`src/rtl/specialist_pkg.sv`:
```
// Shared types and constants for the SD-card-over-SDRAM sector server.
package specialist_pkg;

    localparam int unsigned ADDR_W       = 25;
    localparam int unsigned SIZE_W       = 32;
    localparam int unsigned LBA_W        = 32;
    localparam int unsigned DATA_W       = 8;
    localparam int unsigned IDX_W        = 9;
    localparam int unsigned SPAN_W       = 42;
    localparam int unsigned SECTOR_BYTES = 512;
    localparam int unsigned LBA_LOW_W    = ADDR_W - IDX_W;

    typedef enum logic [2:0] {
        IDLE,
        RD_MEM,
        RD_PUT,
        WR_ADDR,
        WR_MEM,
        NEXT,
        DONE
    } sd_state_t;

    // base + lba*512 + idx, wrapped to the SDRAM address width
    function automatic logic [ADDR_W-1:0] sector_addr(
        input logic [ADDR_W-1:0]    base,
        input logic [LBA_LOW_W-1:0] lba,
        input logic [IDX_W-1:0]     idx
    );
        return base + {lba, idx};
    endfunction

endpackage

```
`src/rtl/sd_ram_server.sv`:
```
// Serves SD sector reads/writes out of a disk image held in SDRAM and
// tracks the image size while it is being loaded.
module sd_ram_server
    import specialist_pkg::*;
#(
    parameter logic [ADDR_W-1:0] BASE_ADDR = 25'h0100000,
    parameter logic [SIZE_W-1:0] MAX_SIZE  = 32'd1048576
) (
    input  logic              clk_sys,
    input  logic              reset,
    input  logic              load_active,
    input  logic              load_wr,
    input  logic [ADDR_W-1:0] load_addr,
    output logic              img_mounted,
    output logic [SIZE_W-1:0] img_size,
    input  logic [LBA_W-1:0]  sd_lba,
    input  logic              sd_rd,
    input  logic              sd_wr,
    output logic              sd_ack,
    output logic [IDX_W-1:0]  sd_buff_addr,
    output logic [DATA_W-1:0] sd_buff_dout,
    output logic              sd_buff_wr,
    input  logic [DATA_W-1:0] sd_buff_din,
    output logic [ADDR_W-1:0] mem_addr,
    output logic              mem_rd,
    output logic              mem_we,
    output logic [DATA_W-1:0] mem_dout,
    input  logic [DATA_W-1:0] mem_din,
    input  logic              mem_ready
);

    localparam logic [IDX_W-1:0]  LAST_IDX = IDX_W'(SECTOR_BYTES - 1);
    localparam logic [DATA_W-1:0] NULL_BYTE = 8'hFF;

    sd_state_t             state;
    logic                  load_d;
    logic [SIZE_W-1:0]     size;
    logic [LBA_LOW_W-1:0]  lba_q;
    logic [IDX_W-1:0]      idx;
    logic                  null_xfer;
    logic                  rd_xfer;

    logic [ADDR_W-1:0]     load_rel;
    logic [SIZE_W-1:0]     load_end;
    logic [SIZE_W-1:0]     size_base;
    logic [SPAN_W-1:0]     sector_end;
    logic                  in_range;
    logic [IDX_W-1:0]      idx_nxt;

    // Size tracking and sector range test
    assign load_rel   = load_addr - BASE_ADDR;
    assign load_end   = SIZE_W'(load_rel) + SIZE_W'(1);
    assign size_base  = (load_active && !load_d) ? '0 : size;
    assign sector_end = (SPAN_W'(sd_lba) + SPAN_W'(1)) << IDX_W;
    assign in_range   = sector_end <= SPAN_W'(img_size);
    assign idx_nxt    = idx + IDX_W'(1);

    always_ff @(posedge clk_sys) begin
        if (reset) begin
            state        <= IDLE;
            load_d       <= 1'b0;
            size         <= '0;
            img_size     <= '0;
            img_mounted  <= 1'b0;
            lba_q        <= '0;
            idx          <= '0;
            null_xfer    <= 1'b0;
            rd_xfer      <= 1'b0;
            sd_ack       <= 1'b0;
            sd_buff_addr <= '0;
            sd_buff_dout <= '0;
            sd_buff_wr   <= 1'b0;
            mem_addr     <= '0;
            mem_dout     <= '0;
            mem_rd       <= 1'b0;
            mem_we       <= 1'b0;
        end else begin
            load_d      <= load_active;
            img_mounted <= 1'b0;
            sd_buff_wr  <= 1'b0;

            if (load_active) begin
                size <= (load_wr && (load_end > size_base)) ? load_end : size_base;
            end
            if (!load_active && load_d) begin
                img_size    <= (size > MAX_SIZE) ? MAX_SIZE : size;
                img_mounted <= 1'b1;
            end

            unique case (state)
                IDLE: begin
                    if (!load_active && (sd_rd || sd_wr)) begin
                        lba_q        <= sd_lba[LBA_LOW_W-1:0];
                        idx          <= '0;
                        sd_ack       <= 1'b1;
                        null_xfer    <= !in_range;
                        rd_xfer      <= sd_rd;
                        sd_buff_addr <= '0;
                        if (sd_rd && !in_range) begin
                            sd_buff_dout <= NULL_BYTE;
                            sd_buff_wr   <= 1'b1;
                            state        <= RD_PUT;
                        end else if (sd_rd) begin
                            mem_addr <= sector_addr(BASE_ADDR, sd_lba[LBA_LOW_W-1:0], '0);
                            mem_rd   <= 1'b1;
                            state    <= RD_MEM;
                        end else begin
                            state <= WR_ADDR;
                        end
                    end
                end
                RD_MEM: begin
                    if (mem_ready) begin
                        mem_rd <= 1'b0;
                        if (load_active) begin
                            sd_ack <= 1'b0;
                            state  <= DONE;
                        end else begin
                            sd_buff_addr <= idx;
                            sd_buff_dout <= mem_din;
                            sd_buff_wr   <= 1'b1;
                            state        <= RD_PUT;
                        end
                    end
                end
                RD_PUT: begin
                    if (load_active) begin
                        sd_ack <= 1'b0;
                        state  <= DONE;
                    end else begin
                        state <= NEXT;
                    end
                end
                WR_ADDR: begin
                    if (load_active) begin
                        sd_ack <= 1'b0;
                        state  <= DONE;
                    end else begin
                        state <= null_xfer ? NEXT : WR_MEM;
                    end
                end
                // First cycle picks up sd_buff_din, then holds the write until mem_ready
                WR_MEM: begin
                    if (!mem_we) begin
                        if (load_active) begin
                            sd_ack <= 1'b0;
                            state  <= DONE;
                        end else begin
                            mem_addr <= sector_addr(BASE_ADDR, lba_q, idx);
                            mem_dout <= sd_buff_din;
                            mem_we   <= 1'b1;
                        end
                    end else if (mem_ready) begin
                        mem_we <= 1'b0;
                        if (load_active) begin
                            sd_ack <= 1'b0;
                            state  <= DONE;
                        end else begin
                            state <= NEXT;
                        end
                    end
                end
                NEXT: begin
                    if (load_active || (idx == LAST_IDX)) begin
                        sd_ack <= 1'b0;
                        state  <= DONE;
                    end else begin
                        idx          <= idx_nxt;
                        sd_buff_addr <= idx_nxt;
                        if (!rd_xfer) begin
                            state <= WR_ADDR;
                        end else if (null_xfer) begin
                            sd_buff_dout <= NULL_BYTE;
                            sd_buff_wr   <= 1'b1;
                            state        <= RD_PUT;
                        end else begin
                            mem_addr <= sector_addr(BASE_ADDR, lba_q, idx_nxt);
                            mem_rd   <= 1'b1;
                            state    <= RD_MEM;
                        end
                    end
                end
                DONE: begin
                    if (!sd_rd && !sd_wr) begin
                        state <= IDLE;
                    end
                end
                default: begin
                    state <= IDLE;
                end
            endcase
        end
    end

endmodule

```
`config.mk`:
```
export PLATFORM = sky130hd
export DESIGN_NAME = sd_ram_server
export DESIGN_NICKNAME = d
export VERILOG_FILES = /design/src/rtl/specialist_pkg.sv /design/src/rtl/sd_ram_server.sv
export SDC_FILE = /design/constraint.sdc
export NUM_CORES = 1
export LEC_CHECK = 0
export ABC_AREA = 1
export CAP_MARGIN = 20
export CORE_MARGIN = 2
export CORE_UTILIZATION = 41
export CTS_BUF_LIST = sky130_fd_sc_hd__clkbuf_8
export DETAILED_ROUTE_END_ITERATION = 7
export PLACE_DENSITY = 0.7
export SETUP_SLACK_MARGIN = 0.4
export SLEW_MARGIN = 20
export SYNTH_ARGS = -nofsm -noshare
export SYNTH_HDL_FRONTEND = slang
export SYNTH_SLANG_ARGS = --single-unit
```
`constraint.sdc`:
```
create_clock -name clk_sys -period 7.7 [get_ports clk_sys]
set_input_delay 2.31 -clock clk_sys [delete_from_list [all_inputs] [get_ports clk_sys]]
set_output_delay 2.31 -clock clk_sys [all_outputs]
set_load 0.05 [all_outputs]
```
==> results of run 1 <==
==> layer usage <==
layer	global-route usage [%]	vias up
met5	0	-
met4	6.38	0
met3	3.50	18
met2	35.9	287
met1	29.6	4308
li1	-	5024
==> cell families (layout without fill, tap and decap cells) <==
family | count (synthesis) | in the layout | synth area share, %
flip-flops | 150 | 150 | 31.7
AND/OR/NAND/NOR | 801 | 801 | 35.6
AO/OA/AOI/OAI | 212 | 212 | 11.7
adder cells (fa/ha/maj) | 56 | 56 | 7.39
XOR/XNOR | 43 | 43 | 3.97
buffers and inverters | 225 | 374 | 9.57
==> layout make-up <==
class	instances	area [um2]	share of cell area (%)
flip-flops and latches	150	3000	25.7
multi-input cells	1112	5580	47.8
inverters	172	646	5.53
repair buffers	170	1690	14.4
clock buffers	17	234	2.00
well taps	285	357	3.05
clock inverters	15	178	1.52
==> cell usage in the layout (no fill, tap or decap), drive strengths merged <==
master and count:
or2 13, ha 56, o21a 1, and2 2, a21oi 101, o211ai 2
bufinv 1, xor2 33, nor3 26, xnor2 10, or3 1, nand3b 4
and3 2, nand4 33, buf 5, o21bai 2, o21ai 93, a21boi 1
dfxtp 150, o41ai 1, nor2 242, nand2 398, clkbuf 17, o311ai 1
a211oi 3, nor4 6, a221oi 1, inv 181, nand3 72, clkinv 4
clkinvlp 1, clkdlybuf4s50 165, nor3b 2, a32oi 1, a21o 2, a31oi 3
==> sequential cells by signal, summed over array words and instances, names as in the netlist, 3 cells and up <==
name	cells
sd_buff_dout	8
state	3
sd_buff_addr	9
mem_addr	25
size	32
lba_q	16
idx	9
img_size	32
mem_dout	8
==> worst min-delay path, cell delays in order, from the launching register on <==
cell and delay [ns]:
dfxtp_1 0.32, nand2_1 0.06, nor2_1 0.04
==> path summary, 6_finish.rpt <==
check,depth (start not counted),startpoint,slack [ns],to
max reg2reg,17,load_d,4.12,size[21]
min reg2reg,2,size[31],0.45,size[31]
max,22,load_addr[0],1.46,size[21]
min,2,size[31],0.45,size[31]
==> report_power, final <==
| part | internal, mW | leakage [nW] | switching [mW] | total (mW) |
|---|---|---|---|---|
| Sequential | 0.896 | 1.22 | 0.0750 | 0.971 |
| Combinational | 0.377 | 3.52 | 0.811 | 1.19 |
| Clock | 0.277 | 0.209 | 0.361 | 0.638 |
| Total | 1.55 | 4.95 | 1.25 | 2.80 |
==> results by group, run 1 <==
Status
  – Outcome: completed

Global routing
  – GRT Total Usage: 21.8%
  – GR Overflow Total: 0
  – Vias in the first global route: 8,782
  – Antenna violations before repair: 0
  – First-pass GRT wire length: 43.2 mm
  – Largest net degree at the start of global routing: 85

Clock network
  – H-tree Lvls: 4
  – Post-CTS sizing: 0
  – CTS tree: done
  – Cts-stage hold buffer count: 0
  – Root buffer cell: clkbuf_8
  – CTS sink count: 150
  – Post-CTS Setup Inserts: 0
  – CTS max path bufs: 2
  – Clk Latency, worst-skew pair: 0.48 ns
  – Num CTS Buffers: 17
  – Clock Pin Slew Worst Setup and Hold Paths: 0.10 ns

Place
  – Number of port buffers: 166
  – Area after DPL: 11,300 um2
  – Pre-CTS WS: 1.06 ns
  – Hpwl dp: 19.9 mm
  – Final Wtd Congestion: 0.916
  – Placed insts: 1,889

Critical path
  – CP endpoint kind: flop
  – CP Data Arrival Time: 6.56 ns
  – Slowest CP cell: nand3_2
  – Data required, critical path: 8.02 ns
  – Setup CP Type: in -> reg
  – Count of buffer and inverter cells on the critical path: 4
  – Most used cell, CP: nand2_1
  – Critical path peak fanout: 28
  – CP top delay family: simple AND/OR/NAND/NOR gates
  – CP peak stage delay: 0.59 ns
  – CP Launch Type: primary input
  – Critical-path cell list: clkdlybuf4s50_1 > ha_1 > nand3_1 > inv_1 > nand3_1 > nor2_1 > nand4_1 > nor2_1 > nand2_1 > a21boi_0 > inv_1 > ha_1 > nand2_1 > nor2_1 > and3_1 > nand2_1 > nand2_2 > nand3_2 > inv_1 > nand2_1 > nand3_1 > a21oi_1

STA
  – Final Slew Violations: 0
  – Period utilisation layout: 81.1%
  – Min cycle time layout: 6.24 ns
  – RSZ-0062 raised after global routing: no
  – TNS Setup: 0 ns
  – Final setup violation count: 0
  – Max Fclk: 160 MHz
  – Worst-Margin Slew: 1.00 ns
  – WHS: 0.447 ns
  – Slack of the critical path: 1.46 ns
  – Hold Fails Final Rpt: 0
  – Clk_skew: 0.0276 ns
  – Max_slew headroom: 32.9%

Die
  – Chip width: 156 um
  – Top Ports: 167
  – Row cnt: 55
  – Initial core utilization: 41.9%
  – Die ar.: 24,300 um2
  – DIE HEIGHT: 156 um
  – Core ar.: 22,600 um2

Logic synthesis
  – Netlist cell types: 46
  – Yosys top cell area share: 31.7%
  – Dominant cells by area after synthesis: dfxtp_1, nand2_1, nor2_1
  – Synth Warn #: 0
  – Post-synth EDFFs: 0
  – Fraction of registers with async set/reset: 0%
  – Proportion of synthesized chip area in sequential cells: 31.7%
  – Net Count, Synth: 1,623
  – Synth Register Bits: 150
  – Gate Count Post-Synth: 1,487
  – Top_reg_cell synth: dfxtp_1
  – Dominant cell type by area after synthesis: dfxtp_1
  – Top-count cell post-synth: nand2_1
  – Synth Cell Area: 9480 um2
  – Synthesized area per cell: 6.37 um2
  – List of most frequent post-synthesis cells: nand2_1, nor2_1, inv_1

Drt
  – Post-route DRC: 0
  – Top Metal Used: met4
  – Via-per-instance ratio: 5.02
  – DR WL/cell: 13.9 um
  – WL final: 26.6 mm
  – DR pass1 iterations: 6
  – Met3 routed WL: 1.47 mm
  – 1st-iter DRT viols: 586
  – DR vias: 9,637
  – Metal2 WL: 12.1 mm
  – Wire length on met1: 12.6 mm
  – Final ANT Viol Nets: 0

Finish
  – Share of layout cells above drive strength 1: 4.77%
  – Design area: 11,700 um2
  – Nets@finish: 1,759
  – Filler-free cell count of the finished design: 1,921
  – Ant diodes: 0
  – FILL cells: 2,313
  – Area Growth Syn to Fin: 23.3%
  – Final Core Density: 51.6%

Min path
  – Worst min-delay path class: reg -> reg

Pwr
  – Lkg Pwr: 4.95 nW
  – Peak VDD IR: 0.124 mV
  – Pwr dens: 239 nW/um2
  – Total power: 2.80 mW

Run
  – MaxCap Viol Count: 0
(Power assumes the default switching activity.)
==> inputs of run 2 (changes only) <==
--- a/config.mk
+++ b/config.mk
@@ -11,7 +11,7 @@
 export CORE_UTILIZATION = 41
 export CTS_BUF_LIST = sky130_fd_sc_hd__clkbuf_8
 export DETAILED_ROUTE_END_ITERATION = 7
-export PLACE_DENSITY = 0.7
+export PLACE_DENSITY = 0.72
 export SETUP_SLACK_MARGIN = 0.4
 export SLEW_MARGIN = 20
 export SYNTH_ARGS = -nofsm -noshare
==> constraint.sdc (replaced) <==
create_clock -name clk_sys -period 5.7 [get_ports clk_sys]
set_input_delay 1.71 -clock clk_sys [delete_from_list [all_inputs] [get_ports clk_sys]]
set_output_delay 1.71 -clock clk_sys [all_outputs]
set_load 0.05 [all_outputs]
==> results by group, run 2 (same netlist as run 1, synthesis figures left out) <==
Die
  – Chip width: 156 um
  – Row cnt: 55
  – Initial core utilization: 41.9%
  – Die ar.: 24,300 um2
  – Core ar.: 22,600 um2
  – DIE HEIGHT: 156 um
  – Top Ports: 167

Drt
  – DR vias: 9,821
  – Via-per-instance ratio: 5.09
  – DR pass1 iterations: 5
  – Post-route DRC: 0
  – 1st-iter DRT viols: 728
  – WL final: 27.5 mm
  – DR WL/cell: 14.3 um
  – Final ANT Viol Nets: 0

Place
  – Number of port buffers: 166
  – Placed insts: 1,897
  – Hpwl dp: 20.8 mm
  – Final Wtd Congestion: 0.874

Pwr
  – Net Sw Frac: 45.1%
  – Pwr dens: 319 nW/um2
  – Total power: 3.74 mW
  – Clock Power Share: 21.0%
  – Share of power burned in registers: 35.2%
  – Peak VDD IR: 0.220 mV
  – Lkg Pwr: 4.96 nW
  – Net Switching: 1.69 mW
  – Comb power frac: 43.8%
  – P_int: 2.05 mW

STA
  – Period utilisation layout: 86.0%
  – Min cycle time layout: 4.90 ns
  – Final setup violation count: 0
  – TNS Setup: 0 ns
  – Max Fclk: 204 MHz
  – Clk_skew: 0.0283 ns
  – Hold Fails Final Rpt: 0
  – Max_slew headroom: 39.2%
  – Final Slew Violations: 0
  – RSZ-0062 raised after global routing: no
  – Worst-Margin Slew: 0.912 ns

Status
  – Outcome: completed

Clock network
  – Clock Pin Slew Worst Setup and Hold Paths: 0.09 ns
  – CTS max path bufs: 2
  – CTS tree: done
  – CTS sink count: 150
  – Clk Latency, worst-skew pair: 0.47 ns
  – Post-CTS Setup Inserts: 0
  – Root buffer cell: clkbuf_8
  – Num CTS Buffers: 17
  – H-tree Lvls: 4

Critical path
  – CP endpoint kind: flop
  – Slowest CP cell: clkdlybuf4s50_1
  – Setup CP Type: in -> reg
  – Data required, critical path: 6.06 ns
  – Critical path peak fanout: 41
  – Worst Setup SP: sd_lba[12]
  – Worst Reg-to-Reg Cells: 10
  – CP Launch Type: primary input
  – Most used cell, CP: nand2_1
  – Critical-path cell list: clkdlybuf4s50_1 > ha_1 > inv_1 > nor2_1 > nand3_1 > xor2_1 > inv_1 > ha_1 > nand2_1 > nor2_1 > nand2_1 > nor2_1 > nand2_1 > nand3_1 > nand2_1 > nand2_1 > nand2_1 > nand3_2 > nand3_2 > nand2_8 > inv_2 > nor2_1 > nor2_1
  – Reg2reg end: mem_addr[23]
  – CP Data Arrival Time: 5.26 ns
  – CP peak stage delay: 0.64 ns
  – Reg2reg setup slack: 2.59 ns
  – Reg2reg start: state[0]

Finish
  – Nets@finish: 1,767
  – Biggest regs: img_size: 32 flops, size: 32 flops, mem_addr: 25 flops
  – FILL cells: 2,291
  – Ant diodes: 0
  – Most common cell after layout, fill and taps aside: nand2_1
  – Area Growth Syn to Fin: 23.7%
  – Most frequent cells in the layout: nand2_1, nor2_1, inv_1
  – Final Core Density: 51.8%
  – Filler-free cell count of the finished design: 1,929
  – Share of layout cells above drive strength 1: 5.23%

Min path
  – Hold EP: size[28]
  – HP Start: size[28]
  – Worst min-delay path class: reg -> reg
  – Hold Crit Depth: 2

Global routing
  – First-pass GRT wire length: 44.7 mm
  – Vias in the first global route: 9,024
  – GRT Total Usage: 22.6%
  – Antenna violations before repair: 0
  – GR Overflow Total: 0
  – Largest net degree at the start of global routing: 84

Run
  – MaxCap Viol Count: 0
-- run 2: routing by layer --
metal,vias to the layer above,GRT usage (%),routed length [um]
met1,4436,30.8,12800
met2,294,37.1,12700
li1,5052,-,-
met3,39,3.42,1430
met5,-,0,0
met4,0,6.68,539
-- run 2: worst max path at each step --
stage	cells after the start	to	slack, ns
6_report	23	mem_addr[0]	0.80
5_1_grt	23	size[25]	0.42
4_1_cts	24	mem_addr[0]	0.75
3_5_place_dp	24	mem_addr[0]	0.24
3_3_place_gp	23	mem_addr[0]	0.28
2_1_floorplan	20	size[16]	1.30
-- run 2: cell type report --
| type | count | area (um2) | area share (%) |
|---|---|---|---|
| inverter | 172 | 646 | 5.50 |
| tap | 285 | 357 | 3.04 |
| clock buffer | 17 | 234 | 1.99 |
| multi-input combinational | 1112 | 5590 | 47.7 |
| timing repair buffer | 178 | 1760 | 15.0 |
| clock inverter | 15 | 140 | 1.19 |
| sequential | 150 | 3000 | 25.6 |
-- run 2: critical path: cells and delay by family --
family | cells | cell delay (ns)
adders and majority gates | 2 | 0.52
and+or+nand+nor | 16 | 1.91
buffers and inverters | 4 | 0.92
xor gates and xnor gates | 1 | 0.19
-- run 2: timing repair --
item / 4_1_cts / 5_1_grt
hold buffers: 0 / 0
resized for setup: 0 / 2
setup endpoints to repair: 0 / 21
-- run 2: power by group through the flow --
stage / Sequential (mW) / Combinational [mW] / Clock [mW]
final: 1.32 / 1.64 / 0.784
after detailed placement: 1.34 / 1.62 / 0
after global placement: 1.33 / 1.59 / 0
after floorplan: 1.61 / 0.912 / 0
after global routing: 1.33 / 1.82 / 0.852
after CTS: 1.32 / 1.62 / 0.807
-- run 2: metrics by stage --
step | cell area (um2) | setup slack (ns) | hold slack (ns)
final | 11700 | 0.801 | 0.444
after global routing | 11700 | 0.420 | 0.453
after CTS | 11700 | 0.745 | 0.444
after detailed placement | 11300 | 0.244 | 0.429
after global placement | 11300 | 0.279 | 0.429
after floorplan | 9480 | 1.30 | 0.419
==> RTL change (settings of run 2) <==
Make the reset (`reset`) asynchronous in one clocked block.
--- a/src/rtl/sd_ram_server.sv
+++ b/src/rtl/sd_ram_server.sv
@@ -57,3 +57,3 @@
 
-    always_ff @(posedge clk_sys) begin
+    always_ff @(posedge clk_sys or posedge reset) begin
         if (reset) begin
Function: differs if reset is asserted again (counterexample within 4 cycles, from zero or initial values and one cycle with reset high); with reset held inactive, the same outputs for 4 cycles.
==> RTL change against run 2 <==
Worst setup slack got worse by 0.11 ns; critical endpoint is now size[15]; design area grew 5.4%; sequential cell count unchanged; power increased by 32%; wire length decreased by 2.6%; largest power group unchanged; final cell count down 2.1%; area after synthesis is 4.7% higher; clock skew is 0.011 ns lower.
==> RTL change: results (changes against run 2) <==
stage	metric	value	unit	change
yosys	Async S/R FF share, synth	100.0	%	was 0%
timing	Min Hold Slack	0.4721	ns	was 0.4439 ns
route	via count	9647		was 9,821
placed_design	hpwl dp	20.86	mm	was 20.77 mm
placed_design	placed cell area	0.01194	mm²	was 0.01134 mm²
power_and_ir_drop	Max IR drop VDD	0.2494	mV	was 0.2205 mV
yosys	Post-Synth Adder-Cell Area	7.059	%	was 7.393%
power_and_ir_drop	leak pwr	0.006028	µW	was 0.004964 µW
yosys	Post-Synth XOR/XNOR Area	3.441	%	was 3.974%
outcome	status	finished, final reports clean		unchanged
timing	worst clock skew	0.01771	ns	was 0.02832 ns
critical_path	R2R setup slack	2.62	ns	was 2.59 ns
yosys	Main synth FF type	dfrtp_1		was dfxtp_1
route	met3 WL post-DR	1.510	mm	was 1.428 mm
grt	total track usage	21.36	%	was 22.62%
route	initial DRC count	682		was 728
grt	first-pass GRT wire length	45.18	mm	was 44.69 mm
critical_path	WP data arrival	5.36	ns	was 5.26 ns
critical_path	CP max FO	11		was 41
placed_design	worst setup slack after placement	0.1824	ns	was 0.2444 ns
route	Met2 Routed Length	12.82	mm	was 12.74 mm
yosys	most frequent cells after synthesis	433 x nand2_1, 179 x inv_1, 150 x dfrtp_1		was 393 x nand2_1, 232 x nor2_1, 166 x inv_1
power_and_ir_drop	Combinational Power Share	50.0	%	was 43.8%
route	drt via density	5.107		was 5.091
route	WL/cell	14.18	µm	was 14.26 µm
worst_hold_path	hold path endpoint	mem_dout[1]		was size[28]
critical_path	Reg2Reg Capture Point	mem_addr[24]		was mem_addr[23]
grt	largest net degree at the start of global routing	57		was 84
critical_path	reg-to-reg startpoint	state[2]		was state[0]
finish	proportion of layout cells with a drive suffix above 1	5.478	%	was 5.231%
grt	GR Layer Usage met2	36.30	%	was 37.08%
critical_path	r2r worst-path depth	13		was 10
yosys	syn_nets	1534		was 1,623
timing	worst slew pin tran	1.036	ns	was 0.9119 ns
route	Metal-1 WL	12.08	mm	was 12.81 mm
grt	vias in the first global route	9290		was 9,024
yosys	top cells by area, synth	dfrtp_1 38%, nand2_1 16%, ha_1 7.1%, inv_1 6.8%, nor2_1 4.8%		was dfxtp_1 32%, nand2_1 16%, nor2_1 9.2%, ha_1 7.4%, inv_1 6.6%
worst_hold_path	hold_sp	mem_dout[1]		was size[28]
yosys	post-synthesis compound-gate area fraction	8.395	%	was 11.74%
clock_tree	CTS max path bufs	2		unchanged
power_and_ir_drop	Pwr per Cell Area	397.5	mW/mm²	was 318.6 mW/mm²
yosys	post-synthesis cell type count	44		was 46
placed_design	DP Cell Count	1857		was 1,897
## RTL change: cell types whose count changed in the layout (fill, tap and decap cells not counted), sizes merged, moves of 39 or more
cell	run 2	this run
nand2	398	437
dfrtp	0	150
dfxtp	150	0
nand4	33	72
a21oi	101	27
nor2	242	136
## RTL change: how the worst max path moves through the flow
stage	from	end	slack (ns)	depth (start not counted)
final	load_addr[0]	size[15]	0.69	21
after global placement	load_addr[0]	size[15]	0.26	21
after floorplan	load_addr[0]	size[20]	1.22	20
after global routing	load_addr[0]	size[15]	0.43	21
after detailed placement	load_addr[0]	size[15]	0.18	21
after CTS	load_addr[0]	size[15]	0.69	21
## RTL change: cell type report
cell class                      instances  area [µm²]
Clock inverter                         15       176.4
Sequential cell                       150        3754
Timing Repair Buffer                  184        1822
Clock buffer                           17       234.0
Inverter                              187       705.7
Tap cell                              319       399.1
Multi-Input combinational cell       1017        5270
Fill cell                            2321       11250
